`src/rtl/goal_detect_if.sv`:
```
// rtl/goal_detect_if.sv - ball position, serve and point signals between ball motion, goal_detect and score keeper
interface goal_detect_if #(
  parameter int X_W = 10
);
  logic           frame_tick;
  logic [X_W-1:0] ball_x;
  logic           ball_dir_left;
  logic           serve_btn;
  logic           game_over;
  logic           p1_win;
  logic           p2_win;
  logic           ball_reset;
  logic           serve;
  logic           serve_dir_left;
  logic [2:0]     state_dbg;

  modport master (
    output frame_tick, ball_x, ball_dir_left, serve_btn, game_over,
    input  p1_win, p2_win, ball_reset, serve, serve_dir_left, state_dbg
  );

  modport slave (
    input  frame_tick, ball_x, ball_dir_left, serve_btn, game_over,
    output p1_win, p2_win, ball_reset, serve, serve_dir_left, state_dbg
  );
endinterface

```
`src/rtl/goal_detect.sv`:
```
// rtl/goal_detect.sv - point detection, post-point ball hold and serve gating
// Optional AUTO_SERVE_EN: after the first button serve, later serves fire automatically.
module goal_detect #(
  parameter int X_W          = 10,
  parameter int LEFT_GOAL_X  = 0,
  parameter int RIGHT_GOAL_X = 632,
  parameter int HOLD_FRAMES  = 60,
  parameter int CNT_W        = 8
) (
  input  logic         clk,
  input  logic         rst,
  goal_detect_if.slave bus
);

  typedef enum logic [2:0] {
    SERVE_WAIT = 3'd0,
    PLAY       = 3'd1,
    P1_PT      = 3'd2,
    P2_PT      = 3'd3,
    HOLD       = 3'd4,
    HALT       = 3'd5
  } state_t;

  localparam logic [X_W-1:0]   LEFT_X   = X_W'(LEFT_GOAL_X);
  localparam logic [X_W-1:0]   RIGHT_X  = X_W'(RIGHT_GOAL_X);
  localparam logic [CNT_W-1:0] HOLD_CNT = CNT_W'(HOLD_FRAMES);

  state_t           state, state_next;
  logic [CNT_W-1:0] cnt, cnt_next, cnt_inc;
  logic             btn_q;
  logic             armed;
  logic             btn_rise;
  logic             start_serve;
  logic             at_left, at_right;

  // armed stays low until the button has been seen released, so a press held through reset never serves
  assign btn_rise = bus.serve_btn & ~btn_q & armed;
  assign at_left  = bus.ball_dir_left & (bus.ball_x <= LEFT_X);
  assign at_right = ~bus.ball_dir_left & (bus.ball_x >= RIGHT_X);
  assign cnt_inc  = cnt + CNT_W'(1);

`ifdef AUTO_SERVE_EN
  logic served_once;

  assign start_serve = served_once | btn_rise;

  always_ff @(posedge clk) begin
    if (rst) begin
      served_once <= 1'b0;
    end else if (state == SERVE_WAIT && state_next == PLAY) begin
      served_once <= 1'b1;
    end
  end
`else
  assign start_serve = btn_rise;
`endif

  always_comb begin
    state_next = state;
    cnt_next   = cnt;
    case (state)
      SERVE_WAIT: begin
        if (start_serve) state_next = PLAY;
      end
      PLAY: begin
        if (bus.game_over)                  state_next = HALT;
        else if (bus.frame_tick && at_left)  state_next = P2_PT;
        else if (bus.frame_tick && at_right) state_next = P1_PT;
      end
      P1_PT, P2_PT: begin
        state_next = HOLD;
        cnt_next   = '0;
      end
      HOLD: begin
        if (bus.game_over) begin
          state_next = HALT;
        end else if (bus.frame_tick) begin
          cnt_next = cnt_inc;
          if (cnt_inc == HOLD_CNT) state_next = SERVE_WAIT;
        end
      end
      HALT: begin
        state_next = HALT;
      end
      default: begin
        state_next = SERVE_WAIT;
      end
    endcase
  end

  // Outputs are registered from the next state so they line up with state_dbg
  always_ff @(posedge clk) begin
    if (rst) begin
      state              <= SERVE_WAIT;
      cnt                <= '0;
      btn_q              <= 1'b0;
      armed              <= ~bus.serve_btn;
      bus.p1_win         <= 1'b0;
      bus.p2_win         <= 1'b0;
      bus.serve          <= 1'b0;
      bus.ball_reset     <= 1'b1;
      bus.serve_dir_left <= 1'b0;
    end else begin
      state          <= state_next;
      cnt            <= cnt_next;
      btn_q          <= bus.serve_btn;
      if (!bus.serve_btn) armed <= 1'b1;
      bus.p1_win     <= (state_next == P1_PT);
      bus.p2_win     <= (state_next == P2_PT);
      bus.serve      <= (state == SERVE_WAIT) && (state_next == PLAY);
      bus.ball_reset <= (state_next != PLAY);
      if (state_next == P1_PT)      bus.serve_dir_left <= 1'b0;
      else if (state_next == P2_PT) bus.serve_dir_left <= 1'b1;
    end
  end

  assign bus.state_dbg = state;

endmodule

```
`src/flat_wrapper.sv`:
```
// flat-port wrapper written by rule: the top's interface ports become plain ports
module goal_detect_flat 
#(
  parameter int X_W          = 10,
  parameter int LEFT_GOAL_X  = 0,
  parameter int RIGHT_GOAL_X = 632,
  parameter int HOLD_FRAMES  = 60,
  parameter int CNT_W        = 8
)
  (clk, rst, bus_frame_tick, bus_ball_x, bus_ball_dir_left, bus_serve_btn, bus_game_over, bus_p1_win, bus_p2_win, bus_ball_reset, bus_serve, bus_serve_dir_left, bus_state_dbg);
  goal_detect_if #(.X_W(X_W)) bus_i ();
  input  logic clk;
  input  logic rst;
  input wire logic [$bits(bus_i.frame_tick)-1:0] bus_frame_tick;
  input wire logic [$bits(bus_i.ball_x)-1:0] bus_ball_x;
  input wire logic [$bits(bus_i.ball_dir_left)-1:0] bus_ball_dir_left;
  input wire logic [$bits(bus_i.serve_btn)-1:0] bus_serve_btn;
  input wire logic [$bits(bus_i.game_over)-1:0] bus_game_over;
  output wire logic [$bits(bus_i.p1_win)-1:0] bus_p1_win;
  output wire logic [$bits(bus_i.p2_win)-1:0] bus_p2_win;
  output wire logic [$bits(bus_i.ball_reset)-1:0] bus_ball_reset;
  output wire logic [$bits(bus_i.serve)-1:0] bus_serve;
  output wire logic [$bits(bus_i.serve_dir_left)-1:0] bus_serve_dir_left;
  output wire logic [$bits(bus_i.state_dbg)-1:0] bus_state_dbg;
  assign bus_i.frame_tick = bus_frame_tick;
  assign bus_i.ball_x = bus_ball_x;
  assign bus_i.ball_dir_left = bus_ball_dir_left;
  assign bus_i.serve_btn = bus_serve_btn;
  assign bus_i.game_over = bus_game_over;
  assign bus_p1_win = bus_i.p1_win;
  assign bus_p2_win = bus_i.p2_win;
  assign bus_ball_reset = bus_i.ball_reset;
  assign bus_serve = bus_i.serve;
  assign bus_serve_dir_left = bus_i.serve_dir_left;
  assign bus_state_dbg = bus_i.state_dbg;
  goal_detect #(.X_W(X_W), .LEFT_GOAL_X(LEFT_GOAL_X), .RIGHT_GOAL_X(RIGHT_GOAL_X), .HOLD_FRAMES(HOLD_FRAMES), .CNT_W(CNT_W)) u_core (.clk(clk), .rst(rst), .bus(bus_i));
endmodule
```
`config.mk`:
```
export PLATFORM = sky130hd
export DESIGN_NAME = goal_detect_flat
export DESIGN_NICKNAME = d
export VERILOG_FILES = /design/src/rtl/goal_detect_if.sv /design/src/rtl/goal_detect.sv /design/src/flat_wrapper.sv
export SDC_FILE = /design/constraint.sdc
export NUM_CORES = 1
export LEC_CHECK = 0
export BUFFER_PORTS_ARGS = -buffer_cell sky130_fd_sc_hd__buf_2
export CORE_ASPECT_RATIO = 0.8
export CORE_MARGIN = 2
export CORE_UTILIZATION = 30
export CTS_CLUSTER_DIAMETER = 60
export DETAILED_ROUTE_END_ITERATION = 10
export HOLD_SLACK_MARGIN = 0.12
export SLEW_MARGIN = 20
export SYNTH_ARGS = -nofsm -noshare
export SYNTH_HDL_FRONTEND = slang
export SYNTH_SLANG_ARGS = --single-unit
```
`constraint.sdc`:
```
create_clock -name clk -period 2.2 [get_ports clk]
set_clock_uncertainty 0.15 [all_clocks]
set_input_delay 0 -clock clk [delete_from_list [all_inputs] [get_ports clk]]
set_output_delay 0 -clock clk [all_outputs]
set_load 0.05 [all_outputs]
```
==> results.toml <==
[status]
status = "completed"

[detailed_routing]
wl_per_cell_um = 13.4
first_iter_violations = 24
routed_wirelength_mm = 2.41
drc = 0
ant_nets = 0
via_count = 941
drt_first_pass_iters = 4
via_per_inst = 5.26

[logic_synthesis]
synth.area.top_cells = "dfxtp_1 (39%), a21oi_1 (5.7%), edfxtp_1 (3.4%), nand2_1 (3.4%), nor2_1 (3.4%)"
synth-edff-count = 1
synth_area_um2 = 878
synth_top_area_share_pct = 38.7
yosysWarnings = 0
syn_avg_cell_area_um2 = 8.96
synth_ff_type = "dfxtp_1"
ys_seq_area_share_pct = 42.2
synthArstFlopShare_pct = 0
yosysMostFrequentCell = "dfxtp_1"
synth_cell_types = 37
yosysTopAreaCell = "dfxtp_1"
ys_ff_latch = 18
syn-instance-count = 98
synth_common_cells = "dfxtp_1 (17), a21oi_1 (10), nand2_1 (8), nor2_1 (8), o21ai_0 (5)"
synth_nets = 115

[critical_path]
r2r_start = "u_core.bus.state_dbg[1]"
crit_path_end_kind = "flip-flop"
endpoint = "u_core.bus.state_dbg[1]"
crit_required_ns = 2.29
crit_type = "flip-flop to flip-flop"
startpoint_type = "flip-flop"
rr_worst_depth = 5
r2r_end = "u_core.bus.state_dbg[1]"
crit_path_start = "u_core.bus.state_dbg[1]"
r2r_slack_ns = 0.1
crit_fanout = 8
worst-endpoint-arrival_ns = 2.19

[clock_tree]
cts_buffers = 3
htree_levels = 1
cts-root-buf = "clkbuf_4"
cts_sinks = 18
cts_tree = "built"
insertion_delay_ns = 0.29
cts_max_path_buffers = 2
path_clk_slew_ns = 0.10

[timing]
holdWs_ns = 0.184
slew_headroom_pct = 73.4
fmax_ghz = 0.476
min_period_over_period_pct = 95.5
drv_slew = 0
tns_ns = 0
fin_crit_ns = 2.10
setup_violations = 0
rsz0062_at_grt = "no"
worst_pin_slew_ns = 0.397
hold_viol = 0

[pwr]
power_density_mw_per_mm2 = 614
worst_ir_drop_vdd_mv = 0.383
leakagePower_nw = 0.496

[global_routing]
gr-total-overflow = 0
track_usage_pct = 14.9
antenna_found_initial = 0
grt_pass1_wl_mm = 3.86
grt_max_degree = 16
grt_pass1_vias = 874

[die]
initial_core_util_pct = 31.8
die_w_um = 64.5
rows = 17
coreArea_mm2 = 0.00277
die-area_mm2 = 0.00338
pin_count = 24
die_h_um = 52.4

[finish]
drive_gt1_share_pct = 29.1
final_area_mm2 = 0.00126
register_area_um2 = 373
nFillCells = 270
nets = 159
final_core_util_pct = 45.6
fin_cells = 179
multiInputGateArea_um2 = 503
antenna-diode-count = 0
area_growth_pct = 43.6

[placed_design]
dpl.cell_count = 158
dp_hpwl_mm = 1.51
dpl_cell_area_mm2 = 0.00103
io_buffers = 23
gp_congestion = 0.864

[worst_hold_path]
hp-class = "primary input to flip-flop"

[job]
drv_cap = 0
metrics by stage:
step | total power [mW] | worst slack [ns]
5_1_grt | 0.804 | 0.0387
3_5_place_dp | 0.541 | 0.436
4_1_cts | 0.762 | 0.000479
3_3_place_gp | 0.541 | 0.489
6_report | 0.775 | 0.0996
2_1_floorplan | 0.492 | 0.203
how the worst min path moves through the flow:
stage	start	to	cells past startpoint
finish	bus_ball_x[6]	u_core.bus.p1_win	5
global route	bus_ball_x[6]	u_core.bus.p1_win	5
CTS	bus_ball_x[2]	u_core.bus.p1_win	5
detailed placement	bus_serve_btn	u_core.armed	2
global placement	bus_serve_btn	u_core.armed	2
floorplan	rst	u_core.bus.p1_win	1
layout make-up:
| type | count | share of cell area, % |
|---|---|---|
| multi-input combinational | 75 | 39.9 |
| timing repair buffer | 41 | 23.0 |
| sequential | 18 | 29.6 |
| tap | 38 | 3.77 |
| inverter | 3 | 0.893 |
| clock buffer | 4 | 2.88 |
critical path, stage by stage (launching register included):
cell	delay [ns]
dfxtp_2	0.38
or4b_4	0.58
a211oi_4	0.22
a21oi_4	0.07
nor2_1	0.09
dlygate4sd3_1	0.55
report_power, final:
group          switching [mW]  internal (mW)
combinational           0.124         0.0812
sequential             0.0159          0.348
clock                   0.105          0.101
total                   0.244          0.530
kinds of logic after synthesis:
logic type | share of synthesized area [%]
fa+ha+maj | 2.56
flops | 42.2
compound gates | 18.8
buf+inv | 2.99
simple gates | 32.3
mux | 1.14
placed cells by master (no fill, tap or decap), drive strengths merged, types with 4 or more instances in the layout:
| master | count |
|---|---|
| buf | 25 |
| dfxtp | 17 |
| dlygate4sd3 | 16 |
| a21oi | 12 |
| nand2 | 8 |
| nor2 | 8 |
| o21ai | 5 |
| nor3 | 4 |
| nand3 | 4 |
| clkbuf | 4 |
repair_timing:
item	in CTS	in global routing
gates resized for setup	0	6
buffers inserted	0	1
hold buffers	13	4
endpoints found under the hold margin	17	1
endpoints found under the setup margin	0	2
routing by layer:
layer	global-route usage [%]	wire [um]
met5	0	0
met2	27.6	1220
met1	17.0	985
met3	4.52	191
met4	3.55	9
registers in the layout (all words and copies together) (netlist names):
| name | count |
|---|---|
| u_core.bus.p2_win | 1 |
| u_core.btn_q | 1 |
| u_core.bus.p1_win | 1 |
| u_core.cnt | 8 |
| u_core.armed | 1 |
| u_core.bus.serve | 1 |
| u_core.bus.ball_reset | 1 |
| u_core.bus.state_dbg | 3 |
| u_core.bus.serve_dir_left | 1 |
Power figures use the tool's default switching activity.
